$ cat src/rtl/inert_spi_seq.sv
// Inertial-sensor SPI sequencer: power-up wait, three config writes, then INT-driven yaw read bursts.
// Optional macro PITCH_RD_EN extends each burst with PITCHL/PITCHH reads and adds the pitch_rt output.
module inert_spi_seq #(
   parameter int unsigned PWRUP_W = 16,
   parameter logic [15:0] CFG0    = 16'h0D02,
   parameter logic [15:0] CFG1    = 16'h1160,
   parameter logic [15:0] CFG2    = 16'h1440
) (
   input  logic        clk,
   input  logic        rst_n,
   input  logic        INT,
   input  logic        spi_done,
   input  logic [15:0] spi_rd_data,
   output logic        spi_wrt,
   output logic [15:0] spi_cmd,
   output logic [15:0] yaw_rt,
   output logic        vld,
   output logic        cfg_done
`ifdef PITCH_RD_EN
   ,
   output logic [15:0] pitch_rt
`endif
);

   localparam logic [2:0] S_PWRUP = 3'd0;
   localparam logic [2:0] S_CFG   = 3'd1;
   localparam logic [2:0] S_CFGW  = 3'd2;
   localparam logic [2:0] S_IDLE  = 3'd3;
   localparam logic [2:0] S_RD    = 3'd4;
   localparam logic [2:0] S_RDW   = 3'd5;

`ifdef PITCH_RD_EN
   localparam int N_RD = 4;
`else
   localparam int N_RD = 2;
`endif
   localparam logic [1:0] LAST_RD = 2'(N_RD - 1);

   logic [2:0]         r_state;
   logic [2:0]         w_state_next;
   logic [PWRUP_W-1:0] r_pwr_cnt;
   logic [1:0]         r_cfg_idx, w_cfg_idx_next;
   logic [1:0]         r_rd_idx, w_rd_idx_next;
   logic               r_int_meta, r_int_sync, r_int_prev, r_pending;
   logic               w_int_rise;
   logic               r_spi_wrt, w_load;
   logic [15:0]        r_spi_cmd, w_cmd_next;
   logic               r_cfg_done, w_cfg_fin;
   logic               w_burst_start, w_capture, w_burst_last;
   logic [15:0]        r_yaw;
   logic               r_vld;
   logic               w_rd_hi_unused;

   assign w_rd_hi_unused = ^spi_rd_data[15:8];

   function automatic logic [15:0] cfg_word(input logic [1:0] idx);
      case (idx)
         2'd0:    cfg_word = CFG0;
         2'd1:    cfg_word = CFG1;
         default: cfg_word = CFG2;
      endcase
   endfunction

   // Read commands: bit15 = read, register address in [14:8]
   function automatic logic [15:0] rd_word(input logic [1:0] idx);
      case (idx)
         2'd0:    rd_word = 16'hA600;
         2'd1:    rd_word = 16'hA700;
         2'd2:    rd_word = 16'hA200;
         default: rd_word = 16'hA300;
      endcase
   endfunction

   assign w_int_rise = r_int_sync & ~r_int_prev;

   always_ff @(posedge clk or negedge rst_n) begin
      if (!rst_n) begin
         r_int_meta <= 1'b0;
         r_int_sync <= 1'b0;
         r_int_prev <= 1'b0;
         r_pending  <= 1'b0;
      end else begin
         r_int_meta <= INT;
         r_int_sync <= r_int_meta;
         r_int_prev <= r_int_sync;
         // A rise coinciding with a burst start is kept for the following burst
         if (w_int_rise)
            r_pending <= 1'b1;
         else if (w_burst_start)
            r_pending <= 1'b0;
      end
   end

   // spi_wrt is high exactly while in CFG or RD, so done is never examined in the pulse cycle
   always_comb begin
      w_state_next   = r_state;
      w_cfg_idx_next = r_cfg_idx;
      w_rd_idx_next  = r_rd_idx;
      w_cmd_next     = r_spi_cmd;
      w_load         = 1'b0;
      w_cfg_fin      = 1'b0;
      w_burst_start  = 1'b0;
      w_capture      = 1'b0;
      w_burst_last   = 1'b0;
      case (r_state)
         S_PWRUP: begin
            if (&r_pwr_cnt) begin
               w_state_next   = S_CFG;
               w_cfg_idx_next = 2'd0;
               w_cmd_next     = cfg_word(2'd0);
               w_load         = 1'b1;
            end
         end
         S_CFG: w_state_next = S_CFGW;
         S_CFGW: begin
            if (spi_done) begin
               if (r_cfg_idx == 2'd2) begin
                  w_state_next = S_IDLE;
                  w_cfg_fin    = 1'b1;
               end else begin
                  w_cfg_idx_next = r_cfg_idx + 2'd1;
                  w_cmd_next     = cfg_word(r_cfg_idx + 2'd1);
                  w_state_next   = S_CFG;
                  w_load         = 1'b1;
               end
            end
         end
         S_IDLE: begin
            if (r_pending) begin
               w_state_next  = S_RD;
               w_rd_idx_next = 2'd0;
               w_cmd_next    = rd_word(2'd0);
               w_load        = 1'b1;
               w_burst_start = 1'b1;
            end
         end
         S_RD: w_state_next = S_RDW;
         S_RDW: begin
            if (spi_done) begin
               w_capture = 1'b1;
               if (r_rd_idx == LAST_RD) begin
                  w_state_next = S_IDLE;
                  w_burst_last = 1'b1;
               end else begin
                  w_rd_idx_next = r_rd_idx + 2'd1;
                  w_cmd_next    = rd_word(r_rd_idx + 2'd1);
                  w_state_next  = S_RD;
                  w_load        = 1'b1;
               end
            end
         end
         default: w_state_next = S_PWRUP;
      endcase
   end

   always_ff @(posedge clk or negedge rst_n) begin
      if (!rst_n) begin
         r_state    <= S_PWRUP;
         r_pwr_cnt  <= '0;
         r_cfg_idx  <= 2'd0;
         r_rd_idx   <= 2'd0;
         r_spi_wrt  <= 1'b0;
         r_spi_cmd  <= 16'h0000;
         r_cfg_done <= 1'b0;
      end else begin
         r_state   <= w_state_next;
         r_cfg_idx <= w_cfg_idx_next;
         r_rd_idx  <= w_rd_idx_next;
         r_spi_wrt <= w_load;
         r_spi_cmd <= w_cmd_next;
         if (r_state == S_PWRUP)
            r_pwr_cnt <= r_pwr_cnt + 1'b1;
         if (w_cfg_fin)
            r_cfg_done <= 1'b1;
      end
   end

   // Holding bytes for every read except the last; the last byte goes straight to the outputs
   genvar gi;
   generate
      for (gi = 0; gi < N_RD - 1; gi++) begin : g_hold
         logic [7:0] r_byte;
         always_ff @(posedge clk or negedge rst_n) begin
            if (!rst_n)
               r_byte <= 8'h00;
            else if (w_capture && (r_rd_idx == 2'(gi)))
               r_byte <= spi_rd_data[7:0];
         end
      end
   endgenerate

`ifdef PITCH_RD_EN
   logic [15:0] r_pitch;
`endif

   always_ff @(posedge clk or negedge rst_n) begin
      if (!rst_n) begin
         r_yaw   <= 16'h0000;
         r_vld   <= 1'b0;
`ifdef PITCH_RD_EN
         r_pitch <= 16'h0000;
`endif
      end else begin
         r_vld <= w_burst_last;
         if (w_burst_last) begin
`ifdef PITCH_RD_EN
            r_yaw   <= {g_hold[1].r_byte, g_hold[0].r_byte};
            r_pitch <= {spi_rd_data[7:0], g_hold[2].r_byte};
`else
            r_yaw   <= {spi_rd_data[7:0], g_hold[0].r_byte};
`endif
         end
      end
   end

   assign spi_wrt  = r_spi_wrt;
   assign spi_cmd  = r_spi_cmd;
   assign yaw_rt   = r_yaw;
   assign vld      = r_vld;
   assign cfg_done = r_cfg_done;
`ifdef PITCH_RD_EN
   assign pitch_rt = r_pitch;
`endif

endmodule

$ cat config.mk
export PLATFORM = sky130hd
export DESIGN_NAME = inert_spi_seq
export DESIGN_NICKNAME = d
export VERILOG_FILES = /design/src/rtl/inert_spi_seq.sv
export SDC_FILE = /design/constraint.sdc
export NUM_CORES = 1
export LEC_CHECK = 0
export ABC_AREA = 1
export CAP_MARGIN = 20
export CORE_MARGIN = 2
export CORE_UTILIZATION = 56
export CTS_CLUSTER_DIAMETER = 200
export DETAILED_ROUTE_END_ITERATION = 7
export PLACE_DENSITY = 0.93
export SLEW_MARGIN = 20
export SYNTH_ARGS = -nofsm -noshare
export SYNTH_HDL_FRONTEND = slang
export SYNTH_SLANG_ARGS = --single-unit
$ cat constraint.sdc
create_clock -name clk -period 3.8 [get_ports clk]
set_input_delay 0.57 -clock clk [delete_from_list [all_inputs] [get_ports clk]]
set_output_delay 0.57 -clock clk [all_outputs]
set_load 0.03 [all_outputs]
# After elaboration in Yosys (flattened, before gate mapping)
# Cells that the tools add are included.
[word_totals] regBits=70 inputBits=20 out_inout_bits=35 word_cells=91
[op_classes] addsub=3 eq_ne=16 n_mux=42 n_bitwise=2 n_reduce_logical=14
[ops] op="2-to-1 mux 16 bit" count=6
[ops] op="case mux 16 bit (4 select lines)" count=1
[ops] op="case mux 11 bit (3 select lines)" count=1
[ops] op="case mux 13 bit (2 select lines)" count=1
[ops] op="case mux 3 bit (6 select lines)" count=1
[ops] op="2-to-1 mux 1 bit" count=17
[ops] op="adder 16 x 1 -> 16 bit, second input constant" count=1
[ops] op="AND reduction 16 bit" count=1
[ops] op="2-to-1 mux 3 bit" count=5
[ops] op="2-to-1 mux 2 bit" count=7
[ops] op="inequality test 2 bit, second input constant" count=6
[ops] op="AND reduction 4 bit" count=3
[ops] op="case mux 2 bit (2 select lines)" count=2
[ops] op="AND reduction 7 bit" count=1
[ops] op="equality test 2 x 1 -> 1 bit, second input constant" count=3
[ops] op="equality test 3 x 2 -> 1 bit, second input constant" count=2
[ops] op="equality test 3 bit, second input constant" count=2
[ops] op="logical NOT 2 bit" count=3
[ops] op="nonzero test 2 bit" count=3
[ops] op="adder 2 x 1 -> 2 bit, second input constant" count=2
[ops] op="equality test 2 bit, second input constant" count=2
[ops] op="case mux 1 bit (4 select lines)" count=1
[ops] op="nonzero test 4 bit" count=1
[ops] op="equality test 3 x 1 -> 1 bit, second input constant" count=1
[ops] op="4 further kinds" count=4

# Depth between registers and ports, before layout
# Gate-level depths: netlist of run 1.
[logic_depth] ltp_word=6 ltp_mapped=9 mapped_depth_nobuf=9

# Worst setup path after synthesis of run 1
# No wires, ideal clock.
[synth_timing] path_kind="reg2reg" startpoint="reg r_state[0]" endpoint="reg r_pwr_cnt[11]" setup_ns=0.123 t_arrival_ns=1.300 required_ns=3.677 path_slack_ns=2.377 stages_incl_launch_ff=8 period_less_slack_ns=1.423 cell_sequence="dfrtp_1 > inv_2 > nand2_2 > nor2_4 > nand2_4 > nor2_8 > nand2_2 > xnor2_2"
[synth_between] elab_chain_cells=1
[synth_rtl] element="start: declaration" line="39" text="logic [2:0] r_state;"
[synth_rtl] element="start signal: assignment" line="166" text="r_state <= w_state_next;"
[synth_rtl] element="logical NOT 3 bit" line="171" text="if (r_state == S_PWRUP)"
[synth_rtl] element="end signal: assignment" line="172" text="r_pwr_cnt <= r_pwr_cnt + 1'b1;"
[synth_rtl] element="end: declaration" line="41" text="logic [PWRUP_W-1:0] r_pwr_cnt;"
# No other way between the ends.
# A chain may end at the register's enable or synchronous reset.

==> reports/metrics.sh, run 1 <==
STATUS='complete, no violations'
FIRST_PASS_ITERS=4
PLACE.PORT_BUFFERS=40
POST-ROUTE-CELL-AREA_UM2=3582
GRT_PASS1_WL_MM=10.01
POST-ROUTE-UTIL_PCT=70.14
CRITICALPATHCATEGORY='reg -> out'
GRT_SETUP_UNREPAIRED='no'
LEAKAGE_nW=1.829
TOTAL_POWER_mW=2.661
WORST_PATH_MAX_DELAY_CELL='clkdlybuf4s50_1'
WORST-ENDPOINT-REQUIRED_NS=3.23
MULTI_INPUT_COMB_AREA_UM2=1224
YOSYSWARNINGCOUNT=0
CORE-AREA_UM2=5107
MOSTFREQUENTLAYOUTCELLS='92 x nand2_1, 60 x dfrtp_1, 39 x clkdlybuf4s50_1'
CTS-RESIZED-GATES=0
TIMING.CRITICAL_PATH.FANOUT_MAX=4
STORAGE_ELEMENT_AREA_UM2=1501
FINALHOLDVIOLCOUNT=0
WL_PER_CELL_UM=13.23
COUNT_OF_ANTENNA_DIODES_IN_THE_LAYOUT=0
YS_SEQ_AREA_SHARE_PCT=50.72
PWR-SHARE-SEQ_PCT=36.9
VIASPERCELL=5.055
CTS_SETUP_BUFFERS=0
CTS_TREE='done'
PART_OF_THE_TOTAL_POWER_DISSIPATED_IN_COMBINATIONAL_LOGIC_PCT=39.9
WORST_SETUP_HOLD_PATH_CLK_SLEW_NS=0.06
HOLD_CLASS='in -> async'
START_UTIL_PCT=57.96
TIMING.CRITICAL_PATH.CELLS='clkdlybuf4s50_1'
DP_HPWL_MM=4.216
CRITPATHBUFINV=1
PATH_DELAY_FAMILY='buffers and inverters'
NUMBER_OF_GLOBAL_ROUTE_VIAS_BEFORE_REPAIR=2253
SWITCHING_PWR_mW=1.055
CAP_VIOL_MAX_COUNT=0
CTSHTREEMAXLEVEL=3
DRC_ERRORS=0
CRITPATHLAUNCH='spi_cmd[13]$_DFFE_PN0P_'
DELAY_OF_THE_SLOWEST_CELL_ON_THE_WORST_PATH_NS=0.68
TIMING.FINAL.CRIT_PERIOD_NS=1.972
GLOBALROUTETOTALUTIL_PCT=21.66
REGTOREGSTARTPOINT='r_pwr_cnt[0]$_DFFE_PN0N_'
FINALMAXSLEWVIOLATIONS=0
GRT_START_MAX_NET_PINS=42
FINALCLOCKSKEW_NS=0.007997
PEAKVDDDROP_V=0.0004609
SYNTHCELLS=316
REPORT.FINAL.SETUP_VIOL=0
LAYOUT_CELLS_SIZED_ABOVE_1_PCT=16.44
GLOBALPLACE.CONGESTION=0.8245
CTS_BUFFERS=9
POST_SYNTH_NUM_CELL_TYPES=35
FINALCRITPERIODSHARE_PCT=51.89
DIE_W_UM=76.71
TIMING.HOLD.WS_NS=0.3561
TOTALWIRELENGTH_MM=5.756
ROUTED_VIA_COUNT=2199
CHIPHEIGHT_UM=76.71
CTS_BUFFER_DEPTH=2
LAYOUT_COMMONEST_CELL='nand2_1'
WORSTSETUPSTARTPOINTTYPE='flop'
FILLCELLCOUNT=380
ROUTE.ANTENNA.REMAINING_NETS=0
CRITPATHCAPTURETYPE='output pin'
CORE.ROWCOUNT=26
SLEW_HEADROOM_PCT=40.25
SYNTH_AREA_PER_CELL_UM2=9.368
ANTENNA_FOUND_INITIAL=0
WORST_SKEW_PAIR.LATE_LATENCY_NS=0.34
DIE_AREA_UM2=5884
CELL_INTERNAL_PWR_mW=1.605
IO_PINS=55
POWER.DENSITY_nW_PER_UM2=742.7
NNETSFINAL=387
SYN2LAYOUT_AREA_GROWTH_PCT=21.01
WORST_SLEW_PIN_SLEW_NS=0.8962
PWR-SHARE-CLK_PCT=23.2
YS_SEQ_ELEMENTS=60
DETAILEDROUTE.FIRSTITERATIONVIOLATIONS=83
PLACEMENT.CELL_AREA_UM2=3367
TIMING.FMAX_MHz=507.1
CTS_HOLD_REPAIR.BUFFERS=0
TIMING.SETUP.TNS_NS=0
SWSHARE_PCT=39.67
CRITICAL_PATH_ARRIVAL_NS=1.40
GR-TOTAL-OVERFLOW=0
SYNTHESIS.AREA_UM2=2960
CTS_ROOT_BUF='clkbuf_8'
TRITONCTS_NUM_SINKS=60
power groups by stage:
stage	sequential, mW	clock, mW	combinational (mW)
after floorplan	1.15	0	0.550
after global placement	0.978	0	1.01
after detailed placement	0.989	0	1.06
after CTS	0.981	0.626	1.07
after global routing	1.01	0.661	1.15
final	0.981	0.617	1.06
kinds of logic (layout without fill, tap and decap cells):
| family | Yosys count | after routing | share of synthesized area [%] |
|---|---|---|---|
| flip-flops | 60 | 60 | 50.72 |
| other | 1 | 6 | 0.1267 |
| AO/OA/AOI/OAI | 27 | 27 | 6.002 |
| buffers and inverters | 52 | 96 | 8.579 |
| AND/OR/NAND/NOR | 156 | 156 | 27.51 |
| XOR/XNOR | 13 | 13 | 4.100 |
| adder cells (fa/ha/maj) | 7 | 7 | 2.958 |
sequential cells by signal, summed over array words and instances (netlist names):
signal,flops
spi_cmd,6
r_rd_idx,2
r_int_prev,1
r_pending,1
spi_wrt,1
r_pwr_cnt,16
cfg_done,1
g_hold.r_byte,8
r_cfg_idx,2
r_int_sync,1
r_int_meta,1
yaw_rt,16
r_state,3
vld,1
synthesized netlist by cell type:
library cell | count | area share [%]
a21oi_1 | 1 | 0.17
a21oi_2 | 1 | 0.30
a22oi_1 | 1 | 0.25
buf_2 | 1 | 0.17
buf_4 | 10 | 2.5
buf_6 | 2 | 0.76
clkinv_1 | 1 | 0.13
conb_1 | 1 | 0.13
dfrtp_1 | 60 | 51
ha_1 | 7 | 3.0
inv_1 | 30 | 3.8
inv_2 | 6 | 0.76
inv_4 | 2 | 0.42
nand2_1 | 92 | 12
nand2_2 | 6 | 1.3
nand2_4 | 5 | 1.9
nand3_1 | 12 | 2.0
nand3_2 | 2 | 0.68
nand3_4 | 2 | 1.2
nand4_1 | 9 | 1.9
nand4_4 | 1 | 0.72
nor2_1 | 16 | 2.0
nor2_2 | 1 | 0.21
nor2_4 | 5 | 1.9
nor2_8 | 2 | 1.4
nor3_1 | 2 | 0.34
nor3_2 | 1 | 0.34
o211ai_1 | 2 | 0.51
o21ai_1 | 12 | 2.0
o21ai_2 | 7 | 2.1
o21bai_1 | 1 | 0.25
o22ai_1 | 2 | 0.42
xnor2_1 | 4 | 1.2
xnor2_2 | 1 | 0.55
xor2_1 | 8 | 2.4
final cells by class:
type | count | area share [%]
repair buffers | 41 | 11.25
well taps | 70 | 2.445
multi-input cells | 209 | 34.16
clock buffers | 9 | 3.458
clock inverters | 7 | 2.550
flip-flops and latches | 60 | 41.91
inverters | 39 | 4.226
path summary, 6_finish.rpt:
kind / endpoint / slack [ns] / cells after the start
hold / removal: r_pwr_cnt[15]$_DFFE_PN0N_ / 0.36 / 1
max in group asynchronous: cfg_done$_DFFE_PN0P_ / 2.64 / 2
setup reg to reg: r_cfg_idx[0]$_DFFE_PN0P_ / 2.21 / 8
min in group clk: r_int_sync$_DFF_PN0_ / 0.36 / 0
setup / recovery: spi_cmd[15] / 1.83 / 1
hold reg to reg: r_int_sync$_DFF_PN0_ / 0.36 / 0
through the flow:
stage	std cells	worst slack [ns]
2_1_floorplan	321	2.377
3_3_place_gp	419	1.666
3_5_place_dp	419	1.586
4_1_cts	435	1.814
5_1_grt	435	1.763
6_report	435	1.828
per-layer routing:
metal  up-vias  track usage, %  part of all wire (%)  routed length [um]
met5         -               0                     0                   0
met4         0           8.545                   1.8                 101
met3        12           7.412                   5.3                 304
met2        64           37.28                    52                2977
met1      1056           24.76                    41                2373
li1       1067               -                     -                   -
No activity file was read; power rests on OpenSTA's default activity.
==> inputs of run 2 (changes only) <==
--- a/config.mk
+++ b/config.mk
@@ -8,10 +8,10 @@
 export ABC_AREA = 1
 export CAP_MARGIN = 20
 export CORE_MARGIN = 2
-export CORE_UTILIZATION = 56
+export CORE_UTILIZATION = 47
 export CTS_CLUSTER_DIAMETER = 200
 export DETAILED_ROUTE_END_ITERATION = 7
-export PLACE_DENSITY = 0.93
+export PLACE_DENSITY = 0.84
 export SLEW_MARGIN = 20
 export SYNTH_ARGS = -nofsm -noshare
 export SYNTH_HDL_FRONTEND = slang
==> constraint.sdc (replaced) <==
create_clock -name clk -period 1.75 [get_ports clk]
set_input_delay 0.2625 -clock clk [delete_from_list [all_inputs] [get_ports clk]]
set_output_delay 0.2625 -clock clk [all_outputs]
set_load 0.03 [all_outputs]
==> reports/metrics.sh, run 2 (synthesis results as in run 1) <==
DIE_W_UM=83.37  # +8.7%
TIMING.CRITICAL_PATH.FANOUT_MAX=4  # unchanged
GLOBALPLACE.CONGESTION=0.8554  # +3.7%
FINALCLOCKSKEW_NS=0.009901  # +0.001904 ns
TOTALWIRELENGTH_MM=5.243  # -8.9%
COUNT_OF_ANTENNA_DIODES_IN_THE_LAYOUT=0  # unchanged
FINALCRITPERIODSHARE_PCT=94.58
WORSTSETUPSTARTPOINTTYPE='flop'
WL_PER_CELL_UM=11.81  # -11%
CTS_BUFFER_DEPTH=2  # unchanged
WORST_SETUP_HOLD_PATH_CLK_SLEW_NS=0.07  # about the same
MULTI_INPUT_COMB_AREA_UM2=1224  # unchanged
STORAGE_ELEMENT_AREA_UM2=1501  # unchanged
IO_PINS=55  # unchanged
POWER.DENSITY_nW_PER_UM2=1586  # +110%
PATH_DELAY_FAMILY='buffers and inverters'
TIMING.CRITICAL_PATH.CELLS='clkdlybuf4s50_1'
CTS_BUFFERS=9  # unchanged
CTSHTREEMAXLEVEL=3  # unchanged
NNETSFINAL=391  # +1.0%
FINALMAXSLEWVIOLATIONS=0  # unchanged
PWR-SHARE-CLK_PCT=24.0  # +0.8 points
REPORT.FINAL.SETUP_VIOL=0  # unchanged
FILLCELLCOUNT=487  # +28%
CORE.ROWCOUNT=28  # +7.7%
CAP_VIOL_MAX_COUNT=0  # unchanged
PART_OF_THE_TOTAL_POWER_DISSIPATED_IN_COMBINATIONAL_LOGIC_PCT=39.7  # -0.2 points
DELAY_OF_THE_SLOWEST_CELL_ON_THE_WORST_PATH_NS=0.68  # about the same
CRITICAL_PATH_ARRIVAL_NS=1.39  # about the same
SWITCHING_PWR_mW=2.233  # +110%
TIMING.FMAX_MHz=604.2
POST-ROUTE-UTIL_PCT=60.82  # -9.3 points
TRITONCTS_NUM_SINKS=60  # unchanged
CHIPHEIGHT_UM=83.37  # +8.7%
DRC_ERRORS=0  # unchanged
CRITPATHCAPTURETYPE='output pin'
STATUS='complete, no violations'
TIMING.FINAL.CRIT_PERIOD_NS=1.655
GRT_START_MAX_NET_PINS=61  # +45%
CELL_INTERNAL_PWR_mW=3.544  # +120%
START_UTIL_PCT=49.42  # -8.5 points
PLACE.PORT_BUFFERS=40  # unchanged
DP_HPWL_MM=3.689  # -12%
WORST-ENDPOINT-REQUIRED_NS=1.49  # -1.74 ns
WORST_SKEW_PAIR.LATE_LATENCY_NS=0.33  # about the same
SWSHARE_PCT=38.65  # -1.0 points
LAYOUT_COMMONEST_CELL='nand2_1'
GR-TOTAL-OVERFLOW=0  # unchanged
VIASPERCELL=4.901  # -3.1%
TIMING.SETUP.TNS_NS=0  # unchanged
PWR-SHARE-SEQ_PCT=36.3  # -0.6 points
DETAILEDROUTE.FIRSTITERATIONVIOLATIONS=90  # +8.4%
ANTENNA_FOUND_INITIAL=0  # unchanged
NUMBER_OF_GLOBAL_ROUTE_VIAS_BEFORE_REPAIR=2183  # -3.1%
PEAKVDDDROP_V=0.0009723  # +110%
CTS_TREE='done'
DIE_AREA_UM2=6950  # +18%
SYN2LAYOUT_AREA_GROWTH_PCT=23.08
GRT_SETUP_UNREPAIRED='no'
CORE-AREA_UM2=5991  # +17%
POST-ROUTE-CELL-AREA_UM2=3643  # +1.7%
GRT_PASS1_WL_MM=9.494  # -5.2%
CTS_ROOT_BUF='clkbuf_8'
CRITICALPATHCATEGORY='reg -> out'
FIRST_PASS_ITERS=4  # unchanged
SETUP.REG_TO_REG.WORST_SLACK_NS=0.24  # -1.97 ns
MOSTFREQUENTLAYOUTCELLS='92 x nand2_1, 60 x dfrtp_1, 39 x clkdlybuf4s50_1'
CTS-RESIZED-GATES=0  # unchanged
PLACEMENT.CELL_AREA_UM2=3408  # +1.2%
FINALHOLDVIOLCOUNT=0  # unchanged
CRITPATHBUFINV=1  # unchanged
LAYOUT_CELLS_SIZED_ABOVE_1_PCT=17.07  # +0.63 points
ROUTED_VIA_COUNT=2176  # -1.0%
GLOBALROUTETOTALUTIL_PCT=16.96  # -4.7 points
ROUTE.ANTENNA.REMAINING_NETS=0  # unchanged
WORST_PATH_MAX_DELAY_CELL='clkdlybuf4s50_1'
LEAKAGE_nW=1.849  # +1.1%
HOLD_CLASS='reg -> reg'
[run 2: power groups by stage]
stage          combinational (mW)  sequential [mW]  clock, mW
2_1_floorplan                1.19             2.50          0
3_3_place_gp                 2.26             2.10          0
3_5_place_dp                 2.30             2.12          0
4_1_cts                      2.32             2.10       1.41
5_1_grt                      2.53             2.16       1.48
6_report                     2.29             2.10       1.39
[run 2: timing repair]
| action | in CTS | in global routing |
|---|---|---|
| setup endpoints to repair | 0 | 0 |
| endpoints found under the hold margin | 60 | 0 |
| hold buffers | 1 | 0 |
| buffers inserted | 0 | 0 |
[run 2: cell type report]
class,count,share of cell area (%)
timing repair buffer,45,12.29
clock buffer,10,3.777
sequential,60,41.21
clock inverter,6,2.404
inverter,39,4.155
multi-input combinational,209,33.59
tap,75,2.576
[run 2: final timing paths]
path,from,end,depth (start not counted)
worst max-delay path,spi_cmd[13]$_DFFE_PN0P_,spi_cmd[15],1
min in group asynchronous,rst_n,r_pwr_cnt[13]$_DFFE_PN0N_,3
worst min register to register,r_int_meta$_DFF_PN0_,r_int_sync$_DFF_PN0_,0
worst max register to register,r_pwr_cnt[0]$_DFFE_PN0N_,spi_cmd[10]$_DFFE_PN0P_,9
max in group asynchronous,rst_n,yaw_rt[12]$_DFFE_PN0P_,3
worst min-delay path,r_int_meta$_DFF_PN0_,r_int_sync$_DFF_PN0_,0
[run 2: through the flow]
| stage | std cells | worst slack [ns] | total power [mW] | hold WS (ns) |
|---|---|---|---|---|
| final | 444 | 0.09492 | 5.778 | 0.3511 |
| after global routing | 444 | 0.03396 | 6.164 | 0.3624 |
| after CTS | 444 | 0.06462 | 5.833 | 0.3472 |
| after detailed placement | 427 | 0.2008 | 4.419 | 0.2925 |
| after global placement | 427 | 0.2371 | 4.358 | 0.2933 |
| after floorplan | 321 | 0.3271 | 3.692 | -0.03309 |
[run 2: layer usage]
| metal | up-vias | GRT usage, % | wire (um) |
|---|---|---|---|
| li1 | 1076 | - | - |
| met1 | 1022 | 21.61 | 2387 |
| met2 | 67 | 26.25 | 2420 |
| met3 | 11 | 5.865 | 345 |
| met4 | 0 | 7.303 | 90 |
| met5 | - | 0 | 0 |
==> inputs of run 3 (changes only) <==
--- a/config.mk
+++ b/config.mk
@@ -16,3 +16,4 @@
 export SYNTH_ARGS = -nofsm -noshare
 export SYNTH_HDL_FRONTEND = slang
 export SYNTH_SLANG_ARGS = --single-unit
+export TNS_END_PERCENT = 5
==> results of run 3 <==
Same layout as run 2: the final DEF is identical, and so are final timing and power.
